### config.mk
export PLATFORM = sky130hd
export DESIGN_NAME = load_v_stream
export DESIGN_NICKNAME = d
export VERILOG_FILES = /design/src/rtl/load_pkg.sv /design/src/rtl/tile_out_reg.sv /design/src/rtl/load_v_stream.sv
export SDC_FILE = /design/constraint.sdc
export NUM_CORES = 2
export LEC_CHECK = 0
export ABC_AREA = 1
export CORE_MARGIN = 10
export CORE_UTILIZATION = 60
export CTS_BUF_LIST = sky130_fd_sc_hd__clkbuf_2
export DETAILED_ROUTE_END_ITERATION = 16
export MAX_ROUTING_LAYER = met4
export PLACE_DENSITY = 0.83
export SYNTH_ARGS = -nofsm -noshare
export SYNTH_HDL_FRONTEND = slang
export SYNTH_SLANG_ARGS = --single-unit
### constraint.sdc
create_clock -name clk -period 32.7 [get_ports clk]
set_clock_uncertainty 0.1 [all_clocks]
set_input_delay 6.54 -clock clk [delete_from_list [all_inputs] [get_ports clk]]
set_output_delay 6.54 -clock clk [all_outputs]
set_load 0.02 [all_outputs]
### src/rtl/load_pkg.sv
// Shared types and helpers for the streaming vector loader.
package load_pkg;

  typedef enum logic [1:0] {
    ST_IDLE  = 2'd0,
    ST_FETCH = 2'd1,
    ST_FLUSH = 2'd2,
    ST_DONE  = 2'd3
  } load_state_e;

  function automatic int calc_lanes(input int mem_w, input int data_w);
    return mem_w / data_w;
  endfunction

  function automatic int calc_elem_count(input int tile_w, input int data_w);
    return tile_w / data_w;
  endfunction

  // Bit offset of a lane inside a memory beat; lane 0 holds the lowest address.
  function automatic int lane_lsb(input int lane, input int data_w);
    return lane * data_w;
  endfunction

endpackage

### src/rtl/tile_out_reg.sv
// One-entry valid/ready register holding the tile presented to the compute datapath.
module tile_out_reg #(
  parameter int ELEM_COUNT = 32,
  parameter int DATA_WIDTH = 8
) (
  input  logic                                  clk,
  input  logic                                  rst,
  input  logic                                  load,
  input  logic [ELEM_COUNT-1:0][DATA_WIDTH-1:0] load_data,
  input  logic                                  load_last,
  input  logic                                  ready,
  output logic                                  valid,
  output logic [ELEM_COUNT-1:0][DATA_WIDTH-1:0] data,
  output logic                                  last
);

  // load is only raised when the register is empty or being accepted,
  // so data/last never change under valid && !ready.
  always_ff @(posedge clk or posedge rst) begin
    if (rst) begin
      valid <= 1'b0;
      data  <= '0;
      last  <= 1'b0;
    end else if (load) begin
      valid <= 1'b1;
      data  <= load_data;
      last  <= load_last;
    end else if (ready) begin
      valid <= 1'b0;
    end
  end

endmodule

### src/rtl/load_v_stream.sv
// Streaming vector loader: reads contiguous elements in wide beats, packs them
// into zero-padded tiles and hands tiles out over valid/ready.
// Handshake: a tile transfers in any cycle where tile_valid && tile_ready;
// while tile_valid && !tile_ready, tile_data and tile_last hold steady.
module load_v_stream
  import load_pkg::*;
#(
  parameter int TILE_WIDTH      = 256,
  parameter int DATA_WIDTH      = 8,
  parameter int MEM_WIDTH       = 32,
  parameter int ADDR_WIDTH      = 24,
  parameter int LEN_WIDTH       = 16,
  parameter int MAX_OUTSTANDING = 2,
  localparam int ELEM_COUNT     = calc_elem_count(TILE_WIDTH, DATA_WIDTH)
) (
  input  logic                  clk,
  input  logic                  rst,
  input  logic                  start,
  input  logic [ADDR_WIDTH-1:0] dram_addr,
  input  logic [LEN_WIDTH-1:0]  length,
  output logic                  busy,
  output logic                  done,
  output logic [DATA_WIDTH-1:0] tile_data [ELEM_COUNT],
  output logic                  tile_valid,
  output logic                  tile_last,
  input  logic                  tile_ready,
  output logic                  mem_req,
  output logic [ADDR_WIDTH-1:0] mem_addr,
  input  logic [MEM_WIDTH-1:0]  mem_rdata,
  input  logic                  mem_valid,
  output load_state_e           fsm_state
);

  localparam int LANES     = calc_lanes(MEM_WIDTH, DATA_WIDTH);
  localparam int BPT       = ELEM_COUNT / LANES;
  localparam int LANE_BITS = $clog2(LANES);
  localparam int CW        = LEN_WIDTH + 1;
  localparam int EW        = LEN_WIDTH + 2;
  localparam int SW        = $clog2(BPT + MAX_OUTSTANDING + 1);

  typedef logic [ELEM_COUNT-1:0][DATA_WIDTH-1:0] tile_t;

  load_state_e           state, state_nx;
  logic [ADDR_WIDTH-1:0] addr_q;
  logic [EW-1:0]         len_q;
  logic [EW-1:0]         elem_base;
  logic [CW-1:0]         total_beats, total_tiles;
  logic [CW-1:0]         beats_issued, beats_captured, tile_idx;
  logic [SW-1:0]         fill, outstanding;
  logic                  done_q;
  tile_t                 asm_buf, asm_merged, asm_data, out_data;
  logic                  asm_full, cap, cap_done, asm_ready;
  logic                  can_load, handoff, load_last, flush_clear, issue;
  logic                  out_valid, out_last;

  // ---------------- FSM ----------------
  always_ff @(posedge clk or posedge rst) begin
    if (rst) state <= ST_IDLE;
    else     state <= state_nx;
  end

  always_comb begin
    state_nx = state;
    issue    = 1'b0;
    case (state)
      ST_IDLE: begin
        if (start) state_nx = (length != '0) ? ST_FETCH : ST_DONE;
      end
      ST_FETCH: begin
        // Never request more beats than the current tile can still absorb.
        issue = (beats_issued < total_beats) &&
                (outstanding < SW'(MAX_OUTSTANDING)) &&
                ((fill + outstanding) < SW'(BPT));
        if (beats_issued == total_beats) state_nx = ST_FLUSH;
      end
      ST_FLUSH: begin
        if (flush_clear) state_nx = ST_DONE;
      end
      ST_DONE:  state_nx = ST_IDLE;
      default:  state_nx = ST_IDLE;
    endcase
  end

  // ---------------- assembly / handoff ----------------
  assign cap = mem_valid && (outstanding != '0) &&
               ((state == ST_FETCH) || (state == ST_FLUSH));

  always_comb begin
    asm_merged = asm_buf;
    for (int s = 0; s < BPT; s++) begin
      if (fill == SW'(s)) begin
        for (int l = 0; l < LANES; l++) begin
          if ((elem_base + EW'(l)) < len_q)
            asm_merged[s*LANES + l] = mem_rdata[lane_lsb(l, DATA_WIDTH) +: DATA_WIDTH];
          else
            asm_merged[s*LANES + l] = '0;
        end
      end
    end
  end

  assign cap_done    = cap && ((fill == SW'(BPT - 1)) ||
                               (beats_captured == total_beats - CW'(1)));
  assign asm_ready   = asm_full || cap_done;
  assign asm_data    = asm_full ? asm_buf : asm_merged;
  assign can_load    = !out_valid || tile_ready;
  assign handoff     = asm_ready && can_load;
  assign load_last   = (tile_idx == total_tiles - CW'(1));
  assign flush_clear = (outstanding == '0) && !asm_full && (!out_valid || tile_ready);

  always_ff @(posedge clk or posedge rst) begin
    if (rst) begin
      addr_q         <= '0;
      len_q          <= '0;
      elem_base      <= '0;
      total_beats    <= '0;
      total_tiles    <= '0;
      beats_issued   <= '0;
      beats_captured <= '0;
      tile_idx       <= '0;
      fill           <= '0;
      outstanding    <= '0;
      asm_buf        <= '0;
      asm_full       <= 1'b0;
      done_q         <= 1'b0;
    end else begin
      done_q <= (state == ST_DONE);
      if ((state == ST_IDLE) && start) begin
        addr_q         <= dram_addr & ~ADDR_WIDTH'(LANES - 1);
        len_q          <= EW'(length);
        total_beats    <= ({1'b0, length} + CW'(LANES - 1)) >> LANE_BITS;
        total_tiles    <= ({1'b0, length} + CW'(ELEM_COUNT - 1)) / CW'(ELEM_COUNT);
        elem_base      <= '0;
        beats_issued   <= '0;
        beats_captured <= '0;
        tile_idx       <= '0;
        fill           <= '0;
        outstanding    <= '0;
        asm_buf        <= '0;
        asm_full       <= 1'b0;
      end else begin
        if (issue) begin
          addr_q       <= addr_q + ADDR_WIDTH'(LANES);
          beats_issued <= beats_issued + CW'(1);
        end
        case ({issue, cap})
          2'b10:   outstanding <= outstanding + SW'(1);
          2'b01:   outstanding <= outstanding - SW'(1);
          default: outstanding <= outstanding;
        endcase
        if (cap) begin
          beats_captured <= beats_captured + CW'(1);
          elem_base      <= elem_base + EW'(LANES);
        end
        // A completed tile may bypass the buffer straight into the output register.
        if (handoff) begin
          asm_buf  <= '0;
          fill     <= '0;
          asm_full <= 1'b0;
          tile_idx <= tile_idx + CW'(1);
        end else if (cap) begin
          asm_buf  <= asm_merged;
          fill     <= fill + SW'(1);
          asm_full <= cap_done;
        end
      end
    end
  end

  tile_out_reg #(
    .ELEM_COUNT (ELEM_COUNT),
    .DATA_WIDTH (DATA_WIDTH)
  ) u_out (
    .clk       (clk),
    .rst       (rst),
    .load      (handoff),
    .load_data (asm_data),
    .load_last (load_last),
    .ready     (tile_ready),
    .valid     (out_valid),
    .data      (out_data),
    .last      (out_last)
  );

  for (genvar i = 0; i < ELEM_COUNT; i++) begin : g_tile
    assign tile_data[i] = out_data[i];
  end

  assign tile_valid = out_valid;
  assign tile_last  = out_last;
  assign mem_req    = issue;
  assign mem_addr   = addr_q;
  assign busy       = (state != ST_IDLE);
  assign done       = done_q;
  assign fsm_state  = state;

endmodule

==> impl_metrics.json <==
{
  "outcome": "finished clean",
  "crit_family": "buffers and inverters",
  "worstPathArrival_ps": 4060,
  "die_y_um": 266.9,
  "routed-wl-met3_mm": 11.77,
  "drc": 0,
  "place.gp.congestion": 0.9598,
  "hpwl_mm": 72.51,
  "leakage_nw": 20.62,
  "core_sq_um": 60360,
  "postCtsHoldBufs": 0,
  "post_cts_buffers": 0,
  "nNetsFinal": 5512,
  "cp_common_cell": "nand2_1",
  "placed_area_sq_um": 40140,
  "p_per_area_nw_per_um2": 99.18,
  "cp_slowest_cell": "clkdlybuf4s50_1",
  "place_ws_ps": 21060,
  "cp.required_ps": 26060,
  "min_period_over_period_pct": 32.73,
  "grt_pass1_vias": 33440,
  "avgSynthCellArea_sq_um": 7.157,
  "clk_latency_ps": 1430,
  "slew_headroom_pct": 6.874,
  "vias": 35620,
  "die_area_sq_um": 71210,
  "synthFlopType": "dfrtp_1",
  "drt_pass1_iterations": 9,
  "synth_cell_types": 45,
  "drv_slew": 0,
  "port_buffers": 359,
  "wl_per_cell_um": 18.21,
  "io-pin-count": 364,
  "root_buffer": "clkbuf_2",
  "max_freq_mhz": 93.43,
  "ys_warn_count": 0,
  "routed.top_layer": "met4",
  "cap_violations": 0,
  "drt_iter0_markers": 3746,
  "start_util_pct": 60.58,
  "wl_met1_mm": 46.03,
  "drive_gt1_share_pct": 6.644,
  "crit_chain": "ha_1 > a21oi_1 > nand2_1 > xor2_1 > a2111oi_0 > nand2_1 > inv_1 > clkdlybuf4s50_1",
  "crit_path_start_kind": "register",
  "critPathBufInv": 2,
  "finalCriticalPeriod_ps": 10700,
  "min_path_type": "reg -> reg",
  "design_area_sq_um": 41600,
  "worstPathMaxFanout": 6,
  "grt_start_max_net_pins": 259,
  "grt_overflow": 0,
  "ys_ff_latch": 658,
  "mostFrequentLayoutCells": "nand2_1 (1,706), dfrtp_1 (657), nor2_1 (450)",
  "end_kind": "output port",
  "rsz0062_at_grt": "false",
  "layout_commonest_cell": "nand2_1",
  "synth-seq-area-share_pct": 45.03,
  "post-synth-top-area-cell": "dfrtp_1",
  "antenna_left": 0,
  "cts.clk_slew.worst_paths_ps": 100,
  "fin_util_pct": 68.92,
  "synth_area_sq_um": 36560,
  "synth_cells": 5109,
  "cts_made_buffers": 171,
  "wl_mm": 114.2,
  "avgViaCountPerCell": 5.680,
  "ctsLongestPathBuffers": 3,
  "finalSetupViolCount": 0,
  "htreeDepth": 4,
  "grt_usage_pct": 32.47,
  "worst_pin_slew_ps": 1397,
  "met2_length_mm": 51.04,
  "row_count": 90,
  "tns_ps": 0,
  "cts_tree": "built",
  "num-fill-cells": 5159,
  "cts_sinks": 658,
  "fin_ws_ps": 22000,
  "synth_edf_count": 0,
  "grt_pass1_wl_mm": 178.6,
  "ir_worst_vdd_mv": 0.07740,
  "path_class": "reg -> out",
  "cts_resized": 0,
  "max_stage_delay_ps": 650,
  "antenna_found_initial": 3,
  "synth.top_cell.area_share_pct": 45.03,
  "area_growth_pct": 13.78,
  "ys_async_sr_fraction_pct": 100.0,
  "synth.area.top_cells": "dfrtp_1 (45%), nand2_1 (18%), nor2_1 (4.7%)",
  "die_w_um": 266.9,
  "hold_violations": 0
}
## final timing paths
| check | startpoint | endpoint | slack [ps] | depth (start not counted) |
|---|---|---|---|---|
| max | fill[2]$_DFFE_PP0P_ | mem_req | 22000 | 8 |
| min | u_out.data[75]$_DFFE_PP0P_ | u_out.data[75]$_DFFE_PP0P_ | 380 | 2 |
| max reg2reg | total_beats[0]$_DFFE_PP0P_ | asm_buf[252]$_DFFE_PP0P_ | 26660 | 19 |
| min reg2reg | u_out.data[75]$_DFFE_PP0P_ | u_out.data[75]$_DFFE_PP0P_ | 380 | 2 |
| max in group asynchronous | rst | asm_buf[203]$_DFFE_PP0P_ | 24580 | 4 |
| min in group asynchronous | rst | u_out.data[53]$_DFFE_PP0P_ | 5530 | 2 |
## report_power, final
part	switching [mW]	total (mW)	internal (mW)
sequential	0.230	1.39	1.16
combinational	1.36	2.18	0.818
clock	0.352	0.560	0.208
## sequential cells by signal, indices dropped and copies added (netlist names), 2 cells and up
name and flops:
tile_idx 17, total_beats 15, asm_buf 256, outstanding 4, mem_addr 22, elem_base 16
u_out.data 256, beats_captured 17, fill 4, len_q 16, total_tiles 12, beats_issued 17
fsm_state 2
## through the flow
stage / instances / power [mW] / hold slack (ps)
floorplan: 5110 / 2.815 / 353.0
detailed placement: 5974 / 3.552 / 363.8
CTS: 6261 / 4.118 / 387.8
global route: 6264 / 4.460 / 404.2
global placement: 5974 / 3.476 / 360.0
finish: 6270 / 4.126 / 381.2
## worst reg2reg max path: stages (launching register included)
cell and delay (ps):
dfrtp_1 460, inv_1 210, ha_1 250, nand2_2 130, nor2_2 150, nand2_1 110
nand2_1 80, nand2_1 40, nand2_1 60, nand2_1 50, nor2_1 90, nand3_1 90
o21bai_1 140, nand2_1 100, nand2_2 680, nand2_8 740, nand2_4 680, buf_4 730
buf_4 800, nor3_1 180
## per-layer routing
metal / GRT usage [%] / vias up
met4: 17.03 / 0
met5: - / -
met3: 8.053 / 296
met1: 40.90 / 16590
li1: - / 17030
met2: 47.98 / 1703
## kinds of logic after synthesis
kind of cell	Yosys count	share of synthesized area, %
flops	658	45.03
fa+ha+maj	70	2.416
compound gates	652	9.489
xor+xnor	67	1.605
other cells	1	0.01026
simple gates	2917	33.14
buf+inv	744	8.309
## area by class of cell
class	instances	area, sq um	share of cell area, %
antenna	9	22.52	0.05414
timing repair buffer	390	3864	9.288
sequential	658	16470	39.59
multi-input combinational	3708	17160	41.25
tap	782	978.4	2.352
clock inverter	40	203.9	0.4903
clock buffer	247	1236	2.972
inverter	436	1667	4.006
## cell usage after synthesis (all sizes together) (3+ instances only)
| cell | n |
|---|---|
| a21oi | 233 |
| a22oi | 4 |
| a31oi | 21 |
| and3 | 3 |
| buf | 110 |
| clkbuf | 198 |
| dfrtp | 658 |
| ha | 69 |
| inv | 435 |
| nand2 | 1712 |
| nand3 | 310 |
| nand3b | 4 |
| nand4 | 88 |
| nor2 | 466 |
| nor3 | 272 |
| nor4 | 14 |
| o2111ai | 16 |
| o211ai | 8 |
| o21a | 4 |
| o21ai | 337 |
| o221ai | 7 |
| o22ai | 4 |
| o31ai | 9 |
| or2 | 45 |
| xnor2 | 8 |
| xor2 | 59 |
(Power assumes the default switching activity.)
